==> src/rtl/ifu.sv <==
// Instruction fetch unit: two-state fetch/issue sequencer with next-PC logic.
// Define IFU_PERF_CNT_EN to add the fetch_cnt accepted-instruction counter.
module ifu #(
  parameter logic [31:0] RESET_PC = 32'h0000_3000
) (
  input  logic        clk,
  input  logic        rst,
  output logic        imem_req,
  output logic [31:0] imem_addr,
  input  logic        imem_ack,
  input  logic [31:0] imem_rdata,
  output logic [31:0] instr,
  output logic        instr_valid,
  input  logic        instr_accept,
  input  logic [1:0]  NPCOp,
  input  logic [25:0] Imm,
  output logic [31:0] PC,
  output logic [31:0] PCPlus4,
  output logic        npc_err
`ifdef IFU_PERF_CNT_EN
  ,
  output logic [31:0] fetch_cnt
`endif
);

  localparam logic [1:0] NPC_PLUS4  = 2'b00;
  localparam logic [1:0] NPC_BRANCH = 2'b01;
  localparam logic [1:0] NPC_JUMP   = 2'b10;

  typedef enum logic {FETCH = 1'b0, ISSUE = 1'b1} state_t;

  state_t      state, state_nxt;
  logic [31:0] pc_q, instr_q, npc, pc_seq;
  logic        err_q;
  logic        fetch_done, issue_done;

  assign fetch_done = (state == FETCH) && imem_ack;
  assign issue_done = (state == ISSUE) && instr_accept;

  always_ff @(posedge clk or posedge rst) begin
    if (rst) state <= FETCH;
    else     state <= state_nxt;
  end

  always_comb begin
    state_nxt = state;
    case (state)
      FETCH:   if (imem_ack)     state_nxt = ISSUE;
      ISSUE:   if (instr_accept) state_nxt = FETCH;
      default:                   state_nxt = FETCH;
    endcase
  end

  always_comb begin
    imem_req    = (state == FETCH);
    instr_valid = (state == ISSUE);
  end

  // Every NPC source ends in 2'b00, so PC stays word aligned by construction.
  assign pc_seq = pc_q + 32'd4;

  always_comb begin
    npc = pc_seq;
    case (NPCOp)
      NPC_PLUS4:  npc = pc_seq;
      NPC_BRANCH: npc = pc_seq + {{14{Imm[15]}}, Imm[15:0], 2'b00};
      NPC_JUMP:   npc = {pc_seq[31:28], Imm, 2'b00};
      default:    npc = pc_seq;
    endcase
  end

  always_ff @(posedge clk or posedge rst) begin
    if (rst) begin
      pc_q    <= RESET_PC;
      instr_q <= 32'h0;
      err_q   <= 1'b0;
    end else begin
      if (fetch_done) instr_q <= imem_rdata;
      if (issue_done) begin
        pc_q <= npc;
        if (NPCOp == 2'b11) err_q <= 1'b1;
      end
    end
  end

  assign imem_addr = pc_q;
  assign PC        = pc_q;
  assign PCPlus4   = pc_seq;
  assign instr     = instr_q;
  assign npc_err   = err_q;

`ifdef IFU_PERF_CNT_EN
  logic [31:0] cnt_q;

  always_ff @(posedge clk or posedge rst) begin
    if (rst)             cnt_q <= 32'h0;
    else if (issue_done) cnt_q <= cnt_q + 32'd1;
  end

  assign fetch_cnt = cnt_q;
`endif

endmodule

==> config.mk <==
export PLATFORM = sky130hd
export DESIGN_NAME = ifu
export DESIGN_NICKNAME = d
export VERILOG_FILES = /design/src/rtl/ifu.sv
export SDC_FILE = /design/constraint.sdc
export NUM_CORES = 1
export LEC_CHECK = 0
export CORE_ASPECT_RATIO = 0.5
export CORE_MARGIN = 1.5
export CORE_UTILIZATION = 31
export CTS_BUF_LIST = sky130_fd_sc_hd__clkbuf_8
export DETAILED_ROUTE_END_ITERATION = 8
export HOLD_SLACK_MARGIN = 0.15
export PLACE_DENSITY = 0.64
export SLEW_MARGIN = 0
export SYNTH_ARGS = -nofsm -noshare
export SYNTH_HDL_FRONTEND = slang
export SYNTH_SLANG_ARGS = --single-unit
==> constraint.sdc <==
create_clock -name clk -period 7.2 [get_ports clk]
set_clock_uncertainty 0.15 [all_clocks]
set_input_delay 1.08 -clock clk [delete_from_list [all_inputs] [get_ports clk]]
set_output_delay 1.08 -clock clk [all_outputs]
set_load 0.02 [all_outputs]
==> impl_metrics.tcl, run 1 <==
set metrics [dict create \
    status "finished clean" \
    fp-row-count 34 \
    worstHoldStart "npc_err" \
    synth_fa_ha_area_frac 0.0912 \
    crit_chain "ha_1 > nand2_1 > or2_2 > nor3_4 > nand2_1 > xnor2_1 > ha_1 > a211oi_1 > nor2_1 > o41ai_1 > o221a_1 > o41ai_2 > xnor2_1 > o31ai_1 > or3b_1" \
    critPathLaunchType "flop" \
    whs_ns 0.309 \
    cp.depth 15 \
    ff_latch_area_um2 1600 \
    synth_area_leaders "dfrtp_1 (28%), ha_1 (8.8%), mux2_2 (6.5%), xnor2_1 (5.5%), a21oi_1 (5.5%)" \
    synth_ff_type "dfrtp_1" \
    multi_input_area_um2 3540 \
    ant_nets 0 \
    rsz0062_at_grt "no" \
    synthTopCellsByCount "nand2_1 (64), dfrtp_1 (62), a21oi_1 (61)" \
    drv_cap 0 \
    reg2reg_from "PC[2]" \
    critPathKind "flop to flop" \
    die-area_um2 18800 \
    insertion_delay_ns 0.38 \
    cts_root_buf "clkbuf_8" \
    critPathRequiredTime_ns 7.31 \
    worst_path_largest_cell_delay_ns 0.52 \
    peakVddDrop_mv 0.136 \
    wl_mm 18.9 \
    crit_buf_inv 0 \
    switching_share 0.477 \
    postCtsSetupRepairBufs 0 \
    startpoint "PC[2]" \
    initial_core_util 0.319 \
    drive_gt1_frac 0.0917 \
    synth_top_area_frac 0.278 \
    yosys.area_share.simple 0.162 \
    cts_buffer_depth 2 \
    htree_num_levels 3 \
    fillCellCount 1761 \
    ctsHoldBuffers 0 \
    portBuffers 188 \
    final.setup.tns_ns 0 \
    hp-class "flop to flop" \
    rr_endpoint "PC[31]" \
    drt-initial-drc-count 393 \
    syn-cell-area_um2 5570 \
    finalCritPeriodShare 0.632 \
    power.density_nw_per_um2 394 \
    hold_violations 0 \
    die_height_um 97.8 \
    fin_crit_ns 4.55 \
    die_w_um 193 \
    endpoint_kind "flop" \
    cts_made_buffers 9 \
    post-synth-top-count-cell "nand2_1" \
    relSlewSlack 0.388 \
    critical_path.top_delay_family "simple AND/OR/NAND/NOR gates" \
    fin_util 0.437 \
    synth_cell_types 70 \
    cts_sinks 64 \
    synth_top_family_by_area "compound AO/OA/AOI/OAI gates" \
    tightest_slew_ns 0.915 \
    synth_xor_area_frac 0.0817 \
    clk_pin_slew_worst_paths_ns 0.09 \
    postSynthAreaPerCell_um2 8.64 \
    wire_per_inst_um 18.4 \
    drc 0 \
    slew_viol_final 0 \
    grt_first_pass_wirelength_mm 29.8 \
    p_int_w 0.00158 \
    num_io_pins 195 \
    ys.warnings.count 0 \
    antenna_cells 0 \
    synth_compound_area_frac 0.229 \
    seq_area_frac_synth 0.288 \
    power.switching_w 0.00144 \
    core_um2 17500 \
    setup_viol 0 \
    grt_pass1_vias 5300 \
    cts_resized 0 \
    place.gp.congestion 0.900 \
    finalNetCount 896 \
    firstDrtPassIters 7 \
    synth_top_area_cell "dfrtp_1" \
    grt_max_degree 47 \
    grt_overflow 0 \
    synth_cells 645 \
    pwr-share-clk 0.113 \
    hpwl_mm 14.4 \
    power_frac_seq 0.217 \
    via_per_inst 5.31 \
    arrival_ns 4.66 \
    crit_fanout 8 \
    reg2reg_slack_ns 2.65 \
    dr_total_vias 5473 \
    grt_usage 0.205 \
    synthMuxAreaShare 0.0665 \
    antenna_found_initial 0 \
    cp_slowest_cell "o41ai_1" \
    p_leak_nw 3.07 \
    rr_worst_depth 15 \
    cts_tree "built" \
    areaGrowthSynthToFinish_pct 37.2 \
    synth_edf_count 0 \
    pwr-share-comb 0.670 \
    timing.fmax_ghz 0.220 \
    async_reset_ff_frac 1.00 \
    synth-seq-cells 64 \
    crit_end "PC[31]" \
]
## through the flow
stage | std cells | setup slack [ns] | instance area, µm² | total power (W)
after CTS | 1030 | 2.68 | 7640 | 0.00303
after detailed placement | 1015 | 2.51 | 7440 | 0.00267
after global routing | 1030 | 2.31 | 7640 | 0.00322
after floorplan | 650 | 2.89 | 5590 | 0.00193
after global placement | 1015 | 2.60 | 7440 | 0.00267
final | 1030 | 2.65 | 7640 | 0.00301
## area by class of cell
cell class | instances | share of cell area
Timing Repair Buffer | 195 | 0.253
Inverter | 18 | 0.00884
Clock buffer | 11 | 0.0198
Multi-Input combinational cell | 504 | 0.463
Clock inverter | 4 | 0.00704
Sequential cell | 64 | 0.210
Tap cell | 234 | 0.0383
## worst min path at each step
stage                     cells past startpoint       to  slack, ns
after detailed placement                      1  npc_err       0.30
after CTS                                     1  npc_err       0.31
after floorplan                               2   PC[13]       0.38
after global placement                        1  npc_err       0.29
final                                         1  npc_err       0.31
after global routing                          1  npc_err       0.34
## state kept, by name, summed over array words and instances (netlist names)
| register | cells |
|---|---|
| instr_valid | 1 |
| PC | 30 |
| npc_err | 1 |
| instr | 32 |
## kinds of logic after synthesis
logic type | count (synthesis)
compound gates | 195
xor+xnor | 52
fa+ha+maj | 40
buf+inv | 82
flops | 64
mux | 33
other cells | 1
simple gates | 178
## power groups by stage
stage	Clock, W	Sequential, W	Combinational [W]
finish	0.000341	0.000653	0.00202
global route	0.000365	0.000681	0.00218
CTS	0.000352	0.000658	0.00202
detailed placement	0	0.000663	0.00201
global placement	0	0.000655	0.00201
floorplan	0	0.000747	0.00119
## cell usage in the layout, fill, tap and decap left out, types with 4 or more instances in the layout
cell	Yosys	final
clkdlybuf4s50_1	0	188
nand2_1	64	64
dfrtp_1	62	62
a21oi_1	61	61
ha_1	39	39
xnor2_1	35	35
o21ai_0	35	35
mux2_2	32	32
nor2_1	30	30
nand3_1	22	22
inv_1	18	17
xor2_1	17	17
a221oi_1	15	15
a21o_1	12	12
and3_1	11	11
clkbuf_8	0	11
nand4_1	9	9
o21a_1	7	7
o22ai_1	7	7
o21bai_1	7	7
buf_4	36	7
nor3_1	6	6
o211ai_1	6	6
conb_1	1	6
and2_1	5	5
and4_1	5	5
a31oi_1	5	5
o31ai_1	5	5
o22a_1	5	5
a311oi_1	4	4
## metal layers
| layer | share of wire | up-vias | routed length [µm] | global-route usage |
|---|---|---|---|---|
| li1 | - | 2605 | - | - |
| met1 | 0.46 | 2656 | 8780 | 0.285 |
| met2 | 0.45 | 189 | 8530 | 0.317 |
| met3 | 0.068 | 23 | 1300 | 0.0507 |
| met4 | 0.018 | 0 | 340 | 0.0549 |
| met5 | 0 | - | 0 | 0 |
Note: power is estimated with default switching activity, not from simulation.
==> run 2: changes to the inputs <==
==> constraint.sdc (replaced) <==
create_clock -name clk -period 4.5 [get_ports clk]
set_clock_uncertainty 0.15 [all_clocks]
set_input_delay 0.675 -clock clk [delete_from_list [all_inputs] [get_ports clk]]
set_output_delay 0.675 -clock clk [all_outputs]
set_load 0.02 [all_outputs]
==> run 2 against run 1 <==
Wire length increased by 3.6%. Setup slack worse by 2.4 ns. Flip-flop and latch count unchanged. Maximum frequency grew 6.8%. Final cell count increased by 1.9%. Core utilization increased by 0.97 points. Combinational power rose by 66%. Hold slack better by 0.015 ns. Clock power rose by 54%. Die area is the same. Clock-buffer cell count is 1 lower. Critical endpoint unchanged.
==> impl_metrics.tcl, run 2 (same netlist as run 1, synthesis figures left out) <==
set metrics [dict create \
    tightest_slew_ns 0.935 \
    crit_chain "ha_1 > nand2_1 > or2_2 > inv_1 > and3_1 > and3_1 > xor2_1 > ha_1 > a21oi_1 > nand2_1 > a221o_2 > a21oi_4 > o41ai_2 > xnor2_1 > o31ai_1 > or3b_1" \
    crit_buf_inv 1 \
    worst_path_largest_cell_delay_ns 0.48 \
    timing.fmax_ghz 0.235 \
    dr_total_vias 5618 \
    via_per_inst 5.35 \
    grt_usage 0.208 \
    power.density_nw_per_um2 629 \
    insertion_delay_ns 0.38 \
    power.switching_w 0.00235 \
    critPathKind "flop to flop" \
    relSlewSlack 0.377 \
    die-area_um2 18800 \
    pwr-share-clk 0.107 \
    num_io_pins 195 \
    switching_share 0.478 \
    fillCellCount 1704 \
    multi_input_area_um2 3570 \
    p_leak_nw 3.20 \
    critPathRequiredTime_ns 4.61 \
    portBuffers 188 \
    die_w_um 193 \
    postCtsSetupRepairBufs 0 \
    grt_first_pass_wirelength_mm 30.4 \
    endpoint_kind "flop" \
    hpwl_mm 15.1 \
    slew_viol_final 0 \
    final.setup.tns_ns 0 \
    place_ws_ns 0.208 \
    crit_fanout 8 \
    areaGrowthSynthToFinish_pct 40.2 \
    largest_reg_flops 32 \
    die_height_um 97.8 \
    arrival_ns 4.37 \
    cts_sinks 64 \
    drc 0 \
    ant_nets 0 \
    peakVddDrop_mv 0.230 \
    final_common_cell "clkdlybuf4s50_1" \
    core_um2 17500 \
    place.gp.congestion 0.928 \
    setup_viol 0 \
    pwr-share-comb 0.681 \
    wire_per_inst_um 18.7 \
    cp_slowest_cell "dfrtp_1" \
    grt_pass1_vias 5549 \
    ff_latch_area_um2 1600 \
    drt-initial-drc-count 373 \
    antenna_found_initial 0 \
    hp-class "flop to flop" \
    hold_violations 0 \
    cts_buffer_depth 2 \
    power_frac_seq 0.212 \
    grt_max_degree 40 \
    grt_overflow 0 \
    wl_mm 19.6 \
    finalNetCount 916 \
    htree_num_levels 3 \
    cts_tree "built" \
    critPathLaunchType "flop" \
    fin_crit_ns 4.26 \
    final_cell_mix "clkdlybuf4s50_1 (188), nand2_1 (64), dfrtp_1 (62)" \
    cts_made_buffers 9 \
    antenna_cells 0 \
    setup_ws_ns 0.240 \
    firstDrtPassIters 5 \
    critical_path.top_delay_family "simple AND/OR/NAND/NOR gates" \
    finalCritPeriodShare 0.947 \
    fp-row-count 34 \
    status "finished clean" \
    rsz0062_at_grt "no" \
    drive_gt1_frac 0.116 \
    cts_root_buf "clkbuf_8" \
    initial_core_util 0.319 \
    p_int_w 0.00257 \
    drv_cap 0 \
    clk_pin_slew_worst_paths_ns 0.09 \
]
-- run 2: changes by cell type in the layout (fill, tap and decap cells not counted), sizes merged --
cell | previous run | this run
clkinv | 1 | 2
inv | 18 | 19
buf | 7 | 27
clkinvlp | 2 | 1
clkbuf | 11 | 10
-- run 2: through the flow --
stage	area (µm²)	hold WS, ns	std cells	total power [W]	util
2_1_floorplan	5590	0.375	650	0.00309	-
3_3_place_gp	7590	0.292	1035	0.00435	0.434
3_5_place_dp	7590	0.309	1035	0.00436	0.434
4_1_cts	7780	0.330	1050	0.00492	0.445
5_1_grt	7810	0.345	1050	0.00522	0.447
6_report	7810	0.324	1050	0.00491	0.447
-- run 2: worst paths after layout --
check                              from         to  slack [ns]  cells after the start
worst max-delay path              PC[2]     PC[31]        0.24                     16
worst min-delay path            npc_err    npc_err        0.32                      1
worst max register to register    PC[2]     PC[31]        0.24                     16
worst min register to register  npc_err    npc_err        0.32                      1
max in group asynchronous           rst  instr[10]        2.62                      3
min in group asynchronous           rst  instr[11]        0.67                      2
-- run 2: metal layers --
layer,vias to the layer above,track usage,share of wire
met5,-,0,0
met4,0,0.0507,0.012
met3,21,0.0532,0.065
met2,197,0.329,0.46
met1,2748,0.283,0.46
li1,2652,-,-
-- run 2: final cells by class --
type | instances | share of cell area
Multi-Input combinational cell | 504 | 0.457
Timing Repair Buffer | 215 | 0.267
Sequential cell | 64 | 0.205
Tap cell | 234 | 0.0375
Clock buffer | 10 | 0.0176
Inverter | 18 | 0.00865
Clock inverter | 5 | 0.00753
-- run 2: power groups by stage --
stage	Clock [W]	Combinational [W]	Sequential (W)
global placement	0	0.00331	0.00104
floorplan	0	0.00190	0.00120
global route	0.000564	0.00358	0.00107
detailed placement	0	0.00331	0.00105
CTS	0.000545	0.00334	0.00104
finish	0.000526	0.00335	0.00104
-- run 2: repair_timing --
| action | CTS | global route |
|---|---|---|
| endpoints found under the setup margin | 0 | 3 |
| hold buffers | 0 | 0 |
| resized for setup | 0 | 4 |
==> run 3: changes to the inputs <==
--- a/config.mk
+++ b/config.mk
@@ -6,9 +6,9 @@
 export NUM_CORES = 1
 export LEC_CHECK = 0
 export CORE_ASPECT_RATIO = 0.5
-export CORE_MARGIN = 1.5
 export CORE_UTILIZATION = 31
 export CTS_BUF_LIST = sky130_fd_sc_hd__clkbuf_8
+export CTS_CLUSTER_DIAMETER = 100
 export DETAILED_ROUTE_END_ITERATION = 8
 export HOLD_SLACK_MARGIN = 0.15
 export PLACE_DENSITY = 0.64
==> run 3 against run 2 <==
Setup slack worse by 0.012 ns. Sequential power hardly changed. Final area is essentially flat. Critical path depth unchanged. Largest cell class unchanged.
==> impl_metrics.tcl, run 3 (same netlist as run 1, synthesis figures left out) <==
set metrics [dict create \
    drc 0 \
    grt_max_degree 44 \
    die_height_um 96.8 \
    drv_cap 0 \
    finalNetCount 918 \
    multi_input_area_um2 3550 \
    die-area_um2 18500 \
    final_cell_mix "clkdlybuf4s50_1 (188), nand2_1 (64), dfrtp_1 (62)" \
    clk_pin_slew_worst_paths_ns 0.09 \
    cp_slowest_cell "dfrtp_1" \
    crit_chain "and4_1 > nand4_2 > nor3_2 > buf_4 > nand3_1 > xnor2_1 > ha_1 > o21ai_0 > nor2_1 > o41ai_1 > buf_4 > o221a_1 > o41ai_2 > xnor2_1 > o31ai_1 > or3b_1" \
    slew_viol_final 0 \
    fillCellCount 1705 \
    relSlewSlack 0.559 \
    wl_mm 19.7 \
    final_common_cell "clkdlybuf4s50_1" \
    die_w_um 192 \
    place_ws_ns 0.300 \
    fin_crit_ns 4.27 \
    drt-initial-drc-count 441 \
    setup_viol 0 \
    dr_total_vias 5623 \
    power.density_nw_per_um2 630 \
    place.gp.congestion 0.988 \
    timing.fmax_ghz 0.234 \
    via_per_inst 5.35 \
    grt_overflow 0 \
    ff_latch_area_um2 1600 \
    drive_gt1_frac 0.116 \
    crit_fanout 8 \
    firstDrtPassIters 4 \
    final_cells 1052 \
    hpwl_mm 15.0 \
    final.setup.tns_ns 0 \
    core_um2 17500 \
    cts_tree "built" \
    cts_buffer_depth 2 \
    endpoint_kind "flop" \
    htree_num_levels 3 \
    rr_endpoint "PC[31]" \
    reg2reg_slack_ns 0.23 \
    wire_per_inst_um 18.7 \
    hp-class "flop to flop" \
    critPathLaunchType "flop" \
    dp.cells 1037 \
    insertion_delay_ns 0.37 \
    num_io_pins 195 \
    rsz0062_at_grt "no" \
    grt_pass1_vias 5553 \
    crit_end "PC[31]" \
    fp-row-count 34 \
    cts_sinks 64 \
    antenna_found_initial 0 \
    grt_usage 0.213 \
    critPathRequiredTime_ns 4.61 \
    initial_core_util 0.319 \
    areaGrowthSynthToFinish_pct 40.2 \
    peakVddDrop_mv 0.206 \
    portBuffers 188 \
    ant_nets 0 \
    p_leak_nw 3.19 \
    cts_root_buf "clkbuf_8" \
    antenna_cells 0 \
    cts_made_buffers 9 \
    grt_first_pass_wirelength_mm 30.7 \
    status "finished clean" \
    postCtsSetupRepairBufs 0 \
    critPathKind "flop to flop" \
    largest_reg_flops 32 \
    reg2reg_from "PC[16]" \
    worst_path_largest_cell_delay_ns 0.51 \
    finalCritPeriodShare 0.949 \
    startpoint "PC[16]" \
    hold_violations 0 \
    tightest_slew_ns 0.659 \
    arrival_ns 4.38 \
    rr_worst_depth 16 \
    setup_ws_ns 0.228 \
]
[run 3: worst min path at each step]
stage               to  cells past startpoint  startpoint  slack (ns)
6_report       npc_err                      1     npc_err        0.31
5_1_grt        npc_err                      1     npc_err        0.33
4_1_cts        npc_err                      1     npc_err        0.31
3_5_place_dp   npc_err                      1     npc_err        0.30
3_3_place_gp   npc_err                      1     npc_err        0.29
2_1_floorplan   PC[13]                      2      PC[13]        0.38
[run 3: layout make-up]
class / instances / area share
timing repair buffer: 217 / 0.269
multi-input combinational: 504 / 0.455
clock buffer: 10 / 0.0176
tap: 234 / 0.0375
inverter: 18 / 0.00865
sequential: 64 / 0.205
clock inverter: 5 / 0.00753
[run 3: what timing repair did]
item	4_1_cts	5_1_grt
endpoints found under the setup margin	0	2
hold buffers	0	0
gates resized for setup	0	2
[run 3: power breakdown]
group | leakage, nW | switching, W | internal, W
Sequential | 0.746 | 0.000281 | 0.000759
Combinational | 2.34 | 0.00181 | 0.00154
Clock | 0.0997 | 0.000265 | 0.000268
[run 3: worst max-delay path: cells and delay by family (launching register included)]
family	cells	cell delay, ns
buffers and inverters	2	0.35
flip-flops	1	0.51
AO/OA/AOI/OAI	5	0.96
adder cells (fa/ha/maj)	1	0.36
AND/OR/NAND/NOR	6	1.34
XOR/XNOR	2	0.48
[run 3: stage by stage]
step / area [µm²] / power [W] / hold WS, ns / util
global route: 7810 / 0.00524 / 0.332 / 0.447
detailed placement: 7600 / 0.00436 / 0.297 / 0.435
floorplan: 5590 / 0.00309 / 0.375 / -
finish: 7810 / 0.00492 / 0.307 / 0.447
global placement: 7600 / 0.00435 / 0.292 / 0.435
CTS: 7800 / 0.00492 / 0.314 / 0.446
[run 3: routing by layer]
layer  wire length (µm)  vias to the layer above  part of all wire  global-route usage
li1                   -                     2651                 -                   -
met1               9070                     2747              0.46               0.288
met2               9080                      196              0.46               0.337
met3               1190                       29             0.061              0.0512
met4                340                        0             0.017              0.0592
met5                  0                        -                 0                   0
==> variant 1 (flow settings as in run 3) <==
Add a define of `IFU_PERF_CNT_EN`.
--- a/src/rtl/ifu.sv
+++ b/src/rtl/ifu.sv
@@ -1,5 +1,7 @@
 // Instruction fetch unit: two-state fetch/issue sequencer with next-PC logic.
 // Define IFU_PERF_CNT_EN to add the fetch_cnt accepted-instruction counter.
+`define IFU_PERF_CNT_EN
+
 module ifu #(
   parameter logic [31:0] RESET_PC = 32'h0000_3000
 ) (
Formal check against the unedited RTL (old outputs only; new: fetch_cnt): equivalent (equiv_simple and equiv_induct, registers matched by name and starting in step).
==> variant 1 against run 3 <==
  * Count of clock-buffer cells in the layout unchanged
  * Via count up 14%
  * Area after synthesis up 23%
  * Final area up 21%
  * Setup slack better by 0.026 ns
  * Sequential cell count up 32
  * Die area up 23%
  * Utilization down 1.1 points
  * Wire length up 11%
  * Cell count up 18%
  * Power up 11%
  * Critical endpoint is now PCPlus4[29]
  * Largest cell class unchanged
  * Largest power group unchanged
==> variant 1: results (changes against run 3) <==
reg2reg start PC[4] (was PC[16]); synth cell count leaders 94 x dfrtp_1, 69 x nand2_1, 62 x a21oi_1, 54 x xnor2_1, 40 x ha_1 (was 64 x nand2_1, 62 x dfrtp_1, 61 x a21oi_1, 39 x ha_1, 36 x buf_4); Metal-1 WL 9770 microns (was 9070 microns); top cells by area, synth dfrtp_1 34%, ha_1 7.3%, xnor2_1 6.9%, mux2_2 5.3%, a21oi_1 4.5% (was dfrtp_1 28%, ha_1 8.8%, mux2_2 6.5%, xnor2_1 5.5%, a21oi_1 5.5%); CP arrival 3.42 ns (was 4.38 ns); final-stage net count 1,046 (was 918); worst slew pin tran 0.892 ns (was 0.659 ns); syn avg cell area 9.14 sq um (was 8.64 sq um); largest net degree at the start of global routing 66 (was 44); Static Leak 0.00394 uW (was 0.00319 uW); Net Sw Power 2550 uW (was 2360 uW); met2 routed WL 10,600 microns (was 9080 microns); DR WL met3 1100 microns (was 1190 microns); Hold Crit Class flip-flop to flip-flop (unchanged); layout cells sized above 1 0.0909 (was 0.116); worst hold endpoint fetch_cnt[31] (was npc_err); top-count cell post-synth dfrtp_1 (was nand2_1); Clock transition at path regs around 0.10 ns; Port Buffers 220 (was 188); hold wc startpoint fetch_cnt[31] (was npc_err); top sig layer met4 (unchanged); total track usage 0.190 (was 0.213); worst slack, placed 0.307 ns (was 0.300 ns); Max FO, Critical Path 8 (unchanged); placed insts 1,230 (was 1,037); Worst Setup EP PCPlus4[29] (was PC[31]); R2R Setup Slk 0.30 ns (was 0.23 ns); DP Wirelength 16,600 microns (was 15,000 microns); first-pass GRT wire length 33,800 microns (was 30,700 microns); run status complete, no violations (unchanged); Placed Area 9220 sq um (was 7600 sq um); Fmax achieved 236 MHz (was 234 MHz); initial drt markers 534 (was 441); FFs w/ async S/R, synth 1.00 (unchanged); via count 6,416 (was 5,623); Placer Congestion 0.901 (was 0.988); Hold Path Cell Cnt 1 (unchanged); number of global-route vias before repair 6,153 (was 5,553); H-tree levels 3 (unchanged); Wirelength per Cell 17.5 microns (was 18.7 microns); Final Hold Slack 0.328 ns (was 0.307 ns); Worst R2R Path Depth 14 (was 16); Max clock buf depth 2 (unchanged); Worst VDD drop 0.000237 V (was 0.000206 V); Final Power 5490 uW (was 4920 uW); Synth cell types 64 (was 70); P_comb 3490 uW (was 3350 uW); initial antenna violation count 0 (unchanged); worst-skew pair later-pin latency 0.39 ns (was 0.37 ns); register area share after synthesis 0.351 (was 0.288); TNS Setup 0 ns (unchanged); Critical Path Source PC[4] (was PC[16]); endpoint of the worst register-to-register path PC[30] (was PC[31]); Clock Power Share 0.112 (was 0.108); routed wire length 21,800 microns (was 19,700 microns); Root Buffer clkbuf_8 (unchanged); drt first pass iters 5 (was 4)
-- variant 1: cell count changes after synthesis, moves of 3 or more --
cell and change:
nor2_1 +7, nand2_1 +5, o21ai_0 -7, xor2_1 +13, dfrtp_1 +32, o22ai_1 +3
a31oi_1 +9, and2_1 +3, inv_1 +8, o21a_1 +3, xnor2_1 +19, nor2b_1 +3
o211ai_1 -5, nand4_1 +4
-- variant 1: cell type report --
| type | count | area [sq um] |
|---|---|---|
| fill | 2127 | 12200 |
| multi-input combinational | 567 | 4000 |
| sequential | 96 | 2400 |
| timing repair buffer | 240 | 2350 |
| tap | 300 | 375 |
| clock buffer | 10 | 138 |
| inverter | 27 | 104 |
| clock inverter | 6 | 67.6 |
-- variant 1: critical path, stage by stage (launching register included) --
cell             delay, ns
dfrtp_1               0.51
nand3_2               0.19
or4_1                 0.70
nor3_2                0.26
nor3b_2               0.32
nand2_1               0.16
xnor2_1               0.25
clkdlybuf4s50_1       0.66
-- variant 1: per-layer routing --
metal / GRT usage / vias up
li1: - / 3054
met1: 0.250 / 3142
met2: 0.322 / 190
met3: 0.0299 / 30
met4: 0.0565 / 0
met5: 0 / -
-- variant 1: timing repair --
action / 4_1_cts / 5_1_grt
endpoints found under the setup margin: 0 / 6
resized for setup: 0 / 5
setup buffers: 0 / 0
-- variant 1: cell families (layout without fill, tap and decap cells) --
group,after synthesis,count (layout),share of synthesized area
AOI/OAI and AO/OA,202,202,0.196
xor gates and xnor gates,84,84,0.107
adders and majority gates,41,41,0.0759
buffers and inverters,92,283,0.0712
DFF,96,96,0.351
muxes,34,34,0.0555
other,1,6,0.000547
and+or+nand+nor,200,200,0.143
==> variant 2 (config.mk and constraints of run 3) <==
Made on the original files. Register the output `npc_err` once more, cleared by the reset; this adds one clock of latency there. The other outputs are not delayed to match.
--- a/src/rtl/ifu.sv
+++ b/src/rtl/ifu.sv
@@ -87,7 +87,13 @@
   assign PC        = pc_q;
   assign PCPlus4   = pc_seq;
   assign instr     = instr_q;
-  assign npc_err   = err_q;
+  always_ff @(posedge clk or posedge rst) begin
+    if (rst) begin
+      npc_err <= '0;
+    end else begin
+      npc_err <= err_q;
+    end
+  end
 
 `ifdef IFU_PERF_CNT_EN
   logic [31:0] cnt_q;
Check against the original RTL: not equivalent (a bounded check fails within 4 cycles, from zero or initial values and one cycle with rst high).
==> variant 2 against run 3 <==
  * Cell count barely moved
  * Wire length decreased by 1.6%
  * Critical path type unchanged
  * Sequential share of layout area grew 0.26 points
  * Area after synthesis rose by 0.45%
  * Power grew 1.5%
  * Synthesized cell count grew 0.16%
  * Setup slack gained 0.078 ns
  * Final area rose by 0.37%
  * Clock power is 2% lower
  * Non-clock buffer count shrank 3
  * Critical path depth is the same
  * Sequential cell count up 1
  * Critical endpoint unchanged
  * Highest routed layer unchanged
==> variant 2: results (changes against run 3) <==
layout cells sized above 1 0.120 (was 0.116); top cells by area, synth dfrtp_1 28%, ha_1 8.7%, mux2_2 6.4%, xnor2_1 5.5%, a21oi_1 5.5% (was dfrtp_1 28%, ha_1 8.8%, mux2_2 6.5%, xnor2_1 5.5%, a21oi_1 5.5%); placed insts 1,034 (was 1,037); largest stage delay on the critical path 0.44 ns (was 0.51 ns); Static Leak 0.00319 uW (about the same); drt first pass iters 5 (was 4); initial drt markers 373 (was 441); Placed Area 7600 sq um (unchanged); syn avg cell area 8.66 sq um (was 8.64 sq um); worst hold endpoint npc_err (unchanged); endpoint of the worst register-to-register path PC[31] (unchanged); final-stage net count 916 (was 918); Max FO, Critical Path 6 (was 8); Hold Path Cell Cnt 0 (was 1); R2R Setup Slk 0.31 ns (was 0.23 ns); routed wire length 19,400 microns (was 19,700 microns); synth warn 0 (unchanged); Root Buffer clkbuf_8 (unchanged); worst slack, placed 0.106 ns (was 0.300 ns); synth cell count leaders 64 x nand2_1, 63 x dfrtp_1, 61 x a21oi_1, 39 x ha_1, 36 x buf_4 (was 64 x nand2_1, 62 x dfrtp_1, 61 x a21oi_1, 39 x ha_1, 36 x buf_4); total track usage 0.205 (was 0.213); first-pass GRT wire length 29,700 microns (was 30,700 microns); Clock transition at path regs approximately 0.08 ns; Port Buffers 188 (unchanged); worst slew pin tran 1.01 ns (was 0.659 ns); largest net degree at the start of global routing 43 (was 44); Via density 5.33 (was 5.35); number of global-route vias before repair 5,285 (was 5,553); Worst R2R Path Depth 16 (unchanged); register area share after synthesis 0.291 (was 0.288); reg2reg start PC[3] (was PC[16]); DP Wirelength 15,000 microns (about the same); hold wc startpoint err_q (was npc_err); run status complete, no violations (unchanged); Placer Congestion 0.969 (was 0.988); switching part of the total 0.482 (was 0.479); Wirelength per Cell 18.4 microns (was 18.7 microns); Worst VDD drop 0.000210 V (was 0.000206 V); CP arrival 4.27 ns (was 4.38 ns); initial antenna violation count 0 (unchanged); worst-skew pair later-pin latency 0.35 ns (was 0.37 ns)
[variant 2: cell count changes in the layout (fill, tap and decap cells not counted), sizes merged]
cell    delta
buf        -3
dfrtp      +1
clkinv     +1
[variant 2: power by group through the flow]
| stage | Sequential, uW | Clock, uW | Combinational [uW] |
|---|---|---|---|
| 2_1_floorplan | 1210 | 0 | 1900 |
| 3_3_place_gp | 1010 | 0 | 3390 |
| 3_5_place_dp | 1030 | 0 | 3400 |
| 4_1_cts | 1020 | 541 | 3410 |
| 5_1_grt | 1060 | 569 | 3670 |
| 6_report | 1020 | 522 | 3460 |
[variant 2: worst max-delay path by stage]
stage               startpoint     end  slack [ns]  cells past startpoint
floorplan                PC[2]  PC[31]        0.19                     16
global placement         PC[2]  PC[25]        0.21                     15
detailed placement       PC[2]  PC[25]        0.11                     15
CTS                      PC[2]  PC[25]        0.03                     15
global route             PC[3]  PC[31]        0.02                     16
finish                   PC[3]  PC[31]        0.31                     16
[variant 2: cell families (layout without fill, tap and decap cells)]
kind of cell	count (synthesis)	count (layout)	share of synthesized area
compound gates	195	195	0.228
mux	33	33	0.0662
other cells	1	6	0.000670
buf+inv	82	248	0.0805
flops	65	65	0.291
xor+xnor	52	52	0.0814
fa+ha+maj	40	40	0.0908
simple gates	178	178	0.161
[variant 2: worst reg2reg max path, cell delays in order, from the launching register on]
cell     delay (ns)
dfrtp_1        0.44
ha_1           0.20
nand2_1        0.06
or2_2          0.36
inv_1          0.13
and3_1         0.25
and3_1         0.19
xor2_1         0.27
ha_1           0.33
nand3_1        0.10
nand2_1        0.06
a221o_2        0.41
a21oi_4        0.19
o41ai_2        0.12
xnor2_1        0.21
o31ai_1        0.22
or3b_1         0.36
[variant 2: area by class of cell]
| class | count | area, sq um |
|---|---|---|
| Clock buffer | 10 | 138 |
| Clock inverter | 6 | 65.1 |
| Fill cell | 1717 | 9680 |
| Inverter | 18 | 67.6 |
| Multi-Input combinational cell | 504 | 3570 |
| Sequential cell | 65 | 1630 |
| Tap cell | 234 | 293 |
| Timing Repair Buffer | 214 | 2080 |
[variant 2: stage by stage]
stage | hold slack, ns | utilization
after floorplan | 0.205 | -
after global placement | 0.218 | 0.434
after global routing | 0.274 | 0.447
after CTS | 0.248 | 0.445
final | 0.247 | 0.447
after detailed placement | 0.230 | 0.434
[variant 2: metal layers]
metal / vias to the layer above / track usage / wire [microns]
met1: 2685 / 0.282 / 8650
met2: 242 / 0.321 / 8760
met4: 0 / 0.0563 / 316
li1: 2655 / - / -
met5: - / 0 / 0
met3: 25 / 0.0432 / 1650
[variant 2: timing repair]
item | 4_1_cts | 5_1_grt
buffers inserted | 0 | 1
endpoints found under the setup margin | 0 | 4
endpoints found under the hold margin | 0 | 0
resized for setup | 0 | 6
hold buffers | 0 | 0
